<file path="src/rtl/lut_frac4_serial.sv">
// Fracturable 4-way LUT. Configuration arrives serially into a shadow register
// and is committed atomically, so a reload never disturbs the live function.
module lut_frac4_serial #(
  parameter int unsigned INPUTS   = 4,
  parameter int unsigned MEM_SIZE = 2**INPUTS,
  parameter int unsigned CFG_BITS = 4*MEM_SIZE+6
) (
  input  logic                  cclk,
  input  logic                  rst,
  input  logic [4*INPUTS-1:0]   addr,
  output logic [3:0]            out,
  input  logic                  cfg_start,
  input  logic                  cfg_we,
  input  logic                  cfg_in,
  output logic                  cfg_busy,
  output logic                  cfg_done,
  output logic                  cfg_valid
);

  localparam int unsigned AW    = INPUTS + 2;
  localparam int unsigned MW    = 4 * MEM_SIZE;
  localparam int unsigned CNT_W = $clog2(CFG_BITS + 1);

  typedef enum logic [1:0] {S_EMPTY, S_LOAD, S_COMMIT, S_ACTIVE} state_t;

  state_t               state, state_nxt;
  logic [CNT_W-1:0]     cnt, cnt_nxt;
  logic                 shift_en;
  logic [CFG_BITS-1:0]  shadow, active;
  logic [3:0]           out_q, out_c;

  logic [1:0]           mode;
  logic [3:0]           reg_en;
  logic [MW-1:0]        mem;

  assign mode   = active[CFG_BITS-1 -: 2];
  assign reg_en = active[CFG_BITS-3 -: 4];
  assign mem    = active[MW-1:0];

  // Next-state: cfg_start (re)opens a load; a same-cycle cfg_we bit is bit one.
  always_comb begin
    state_nxt = state;
    cnt_nxt   = cnt;
    shift_en  = 1'b0;
    case (state)
      S_EMPTY, S_ACTIVE: begin
        if (cfg_start) begin
          state_nxt = S_LOAD;
          shift_en  = cfg_we;
          cnt_nxt   = cfg_we ? CNT_W'(1) : '0;
        end
      end
      S_LOAD: begin
        if (cfg_start) begin
          shift_en = cfg_we;
          cnt_nxt  = cfg_we ? CNT_W'(1) : '0;
        end else if (cfg_we) begin
          shift_en = 1'b1;
          if (cnt == CNT_W'(CFG_BITS - 1)) begin
            state_nxt = S_COMMIT;
            cnt_nxt   = '0;
          end else begin
            cnt_nxt = cnt + CNT_W'(1);
          end
        end
      end
      S_COMMIT: state_nxt = S_ACTIVE;
      default:  state_nxt = S_EMPTY;
    endcase
  end

  always_ff @(posedge cclk) begin
    if (rst) begin
      state     <= S_EMPTY;
      cnt       <= '0;
      shadow    <= '0;
      active    <= '0;
      out_q     <= '0;
      cfg_busy  <= 1'b0;
      cfg_done  <= 1'b0;
      cfg_valid <= 1'b0;
    end else begin
      state     <= state_nxt;
      cnt       <= cnt_nxt;
      out_q     <= out_c;
      cfg_busy  <= (state_nxt == S_LOAD) || (state_nxt == S_COMMIT);
      cfg_done  <= (state_nxt == S_COMMIT);
      if (shift_en)
        shadow <= {shadow[CFG_BITS-2:0], cfg_in};
      if (state == S_COMMIT) begin
        active    <= shadow;
        cfg_valid <= 1'b1;
      end
    end
  end

  // Mode decode of the committed memory image.
  always_comb begin
    out_c = '0;
    case (mode)
      2'd0: out_c[0] = mem[addr[INPUTS+1:0]];
      2'd1: begin
        out_c[0] = mem[AW'(addr[INPUTS:0])];
        out_c[2] = mem[AW'(2*MEM_SIZE) +
                       AW'({addr[3*INPUTS], addr[3*INPUTS-1:2*INPUTS]})];
      end
      2'd2: begin
        for (int g = 0; g < 4; g++)
          out_c[g] = mem[AW'(g*MEM_SIZE) + AW'(addr[g*INPUTS +: INPUTS])];
      end
      default: out_c = '0;
    endcase
    if (!cfg_valid)
      out_c = '0;
  end

  assign out = (reg_en & out_q) | (~reg_en & out_c);

endmodule
</file>
<file path="config.mk">
export PLATFORM = sky130hd
export DESIGN_NAME = lut_frac4_serial
export DESIGN_NICKNAME = d
export VERILOG_FILES = /design/src/rtl/lut_frac4_serial.sv
export SDC_FILE = /design/constraint.sdc
export NUM_CORES = 1
export LEC_CHECK = 0
export ABC_AREA = 1
export CAP_MARGIN = 20
export CORE_AREA = 2 2 127 129
export DETAILED_ROUTE_END_ITERATION = 6
export DIE_AREA = 0 0 129 131
export GPL_ROUTABILITY_DRIVEN = 0
export HOLD_SLACK_MARGIN = 0.15
export PLACE_DENSITY = 0.64
export SLEW_MARGIN = 20
export SYNTH_ARGS = -nofsm -noshare
export SYNTH_HDL_FRONTEND = slang
export SYNTH_SLANG_ARGS = --single-unit
export TNS_END_PERCENT = 20
</file>
<file path="constraint.sdc">
create_clock -name cclk -period 2.1 [get_ports cclk]
set_clock_uncertainty 0.05 [all_clocks]
set_input_delay 0.42 -clock cclk [delete_from_list [all_inputs] [get_ports cclk]]
set_output_delay 0.42 -clock cclk [all_outputs]
set_load 0.005 [all_outputs]
</file>
==> flow_summary.json, run 1 <==
{
  "area_delta_synth_final_pct": 24.38,
  "cellLeakagePower_nw": 3.377,
  "synth_area_leaders": "dfxtp_1 (46%), o21ai_0 (13%), a21oi_1 (12%)",
  "postSynthAreaPerCell_um2": 7.249,
  "antenna_found_initial": 0,
  "clock.fmax_mhz": 438.0,
  "synth_top_area_share": 0.4554,
  "hp-class": "reg2reg",
  "post-dp-hpwl_um": 10070,
  "yosysWarnings": 0,
  "timing.final.ws_setup_ps": -182.9,
  "first_pass_iters": 5,
  "track_usage": 0.1977,
  "layout_min_cycle_time_ps": 2283,
  "violations": "negative setup slack",
  "h-tree-depth": 4,
  "final_cell_mix": "a21oi_1 (161), o21ai_0 (155), dfxtp_1 (130), inv_1 (119), nand2_1 (106)",
  "netlist_instances": 946,
  "ios": 28,
  "finalWirelength_um": 15760,
  "std_cell_rows": 46,
  "period_share": 1.087,
  "dp_cells": 1188,
  "syn_area_um2": 6858,
  "synth-async-reset-ratio": 0,
  "wl_per_cell_um": 12.89,
  "cts_buffers": 17,
  "num_vias": 6096,
  "synthDistinctLibCells": 28,
  "grt_max_degree": 141,
  "tritoncts": "built",
  "viasPerCell": 4.984,
  "hold_slack_ps": 407.5,
  "antenna_left": 0,
  "drv_cap": 0,
  "tns_ps": -584.1,
  "drive_above_1_share": 0.1807,
  "drt-initial-drc-count": 401,
  "wl_met2_um": 6943,
  "overflow": 0,
  "peakVddDrop_mv": 0.5964,
  "synth_nets": 977,
  "synth-edff-count": 0,
  "timing.critical_path.from_type": "flip-flop",
  "die_area_um2": 16900,
  "seq_area_frac_synth": 0.4554,
  "core_area_um2": 15600,
  "arrival_ps": 1810,
  "path_class": "reg2out",
  "yosysTopAreaCell": "dfxtp_1",
  "drc": 0,
  "layout_commonest_cell": "a21oi_1",
  "relSlewSlack": 0.6546,
  "dr.max_layer_used": "met4",
  "synth-main-ff-cell": "dfxtp_1",
  "clock_latency_ps": 420,
  "path_clk_slew_ps": 60,
  "start_util": 0.4397,
  "clockRootBuffer": "clkbuf_16",
  "outcome": "finished, violations left",
  "setup_viol": 4,
  "dr_wl_met3_um": 484,
  "layout.nets": 1028,
  "clock_sinks": 156,
  "power.density_nw_per_um2": 812.6,
  "design_area_um2": 8529,
  "die_w_um": 129,
  "rsz0062_at_grt": "yes",
  "io_buffers": 27,
  "place_area_um2": 7701,
  "finalMaxSlewViolations": 0,
  "worst-path-max-fanout": 3,
  "endpoint_kind": "output pin",
  "ys_ff_latch": 156,
  "grt_pass1_wl_um": 26910,
  "hold_violations": 0,
  "required_ps": 1630,
  "power_mw": 6.931,
  "worst_pin_slew_ps": 518.1,
  "die_h_um": 131,
  "grt_pass1_vias": 5597,
  "drt-met1-wl_um": 8132,
  "finalNonFillerCells": 1223,
  "diodes": 0,
  "clockBufferDepth": 2
}
==> through the flow <==
step / worst slack [ps] / util
6_report: -182.9 / 0.5468
5_1_grt: -308.3 / 0.5468
4_1_cts: -199.6 / 0.5390
3_5_place_dp: -998.0 / 0.4937
3_3_place_gp: -973.6 / 0.4937
2_1_floorplan: 193.1 / -
==> Yosys cell counts (all sizes together) (3+ instances only) <==
cell,count
clkbuf,44
o21ai,177
o211ai,15
or2,3
nor3,4
nor2,25
a21oi,168
ha,10
nand2,108
buf,19
dfxtp,156
inv,136
nand3,72
==> what timing repair did <==
item	CTS	global route
setup buffers	1	0
hold buffers	0	0
resized for setup	87	64
pin swaps	15	34
setup endpoints to repair	4	10
cloned	5	0
==> where the power goes <==
group / switching, mW / internal, mW
clock: 1.14 / 1.93
combinational: 0.421 / 0.288
sequential: 0.0586 / 3.09
total: 1.62 / 5.31
==> path summary, 6_finish.rpt <==
path / from / to / slack, ps / cells after the start
hold / removal: shadow[69] / active[69] / 410 / 2
hold reg to reg: shadow[69] / active[69] / 410 / 2
setup reg to reg: state[1] / shadow[39] / 180 / 9
setup / recovery: active[55] / out[0] / -180 / 14
==> sequential cells by signal, indices dropped and copies added (netlist names) <==
name / flops
active: 70
shadow: 70
cnt: 7
out_q: 4
state: 2
cfg_busy: 1
cfg_done: 1
cfg_valid: 1
==> logic make-up after synthesis <==
family          after synthesis  share of synthesized area
compound gates              365                     0.2744
simple gates                216                     0.1348
buf+inv                     199                     0.1171
flops                       156                     0.4554
fa+ha+maj                    10                    0.01824
==> critical path, stage by stage (launching register included) <==
cell	delay, ps
dfxtp_4	360
buf_6	90
nand2_1	40
nand3_1	70
nand3_1	70
nand2_1	90
nand2_1	50
nand3_1	70
nand2_1	50
nand2_1	80
nand3_2	70
nand2_2	100
nand3_2	70
nand2_1	60
buf_2	110
==> area by class of cell <==
type	count	area (µm²)
Clock inverter	8	117.6
Sequential cell	156	3158
Tap cell	216	270.3
Inverter	136	515.5
Clock buffer	21	470.5
Timing Repair Buffer	95	909.6
Fill cell	1528	7068
Multi-Input combinational cell	591	3088
==> per-layer routing <==
metal	track usage	vias to the layer above
li1	-	3253
met1	0.2804	2761
met2	0.3019	67
met3	0.04316	15
met4	0.06074	0
met5	0	-
(Power assumes the default switching activity.)
==> inputs of run 2 (changes only) <==
GPL_ROUTABILITY_DRIVEN = 1   (was 0)
==> results of run 2 <==
Same layout as run 1: the final DEF is identical, and so are final timing and power.
==> inputs of run 3 (changes only) <==
CTS_CLUSTER_DIAMETER = 120   (was not set)
==> results of run 3 <==
Same layout as run 1: the final DEF is identical, and so are final timing and power.
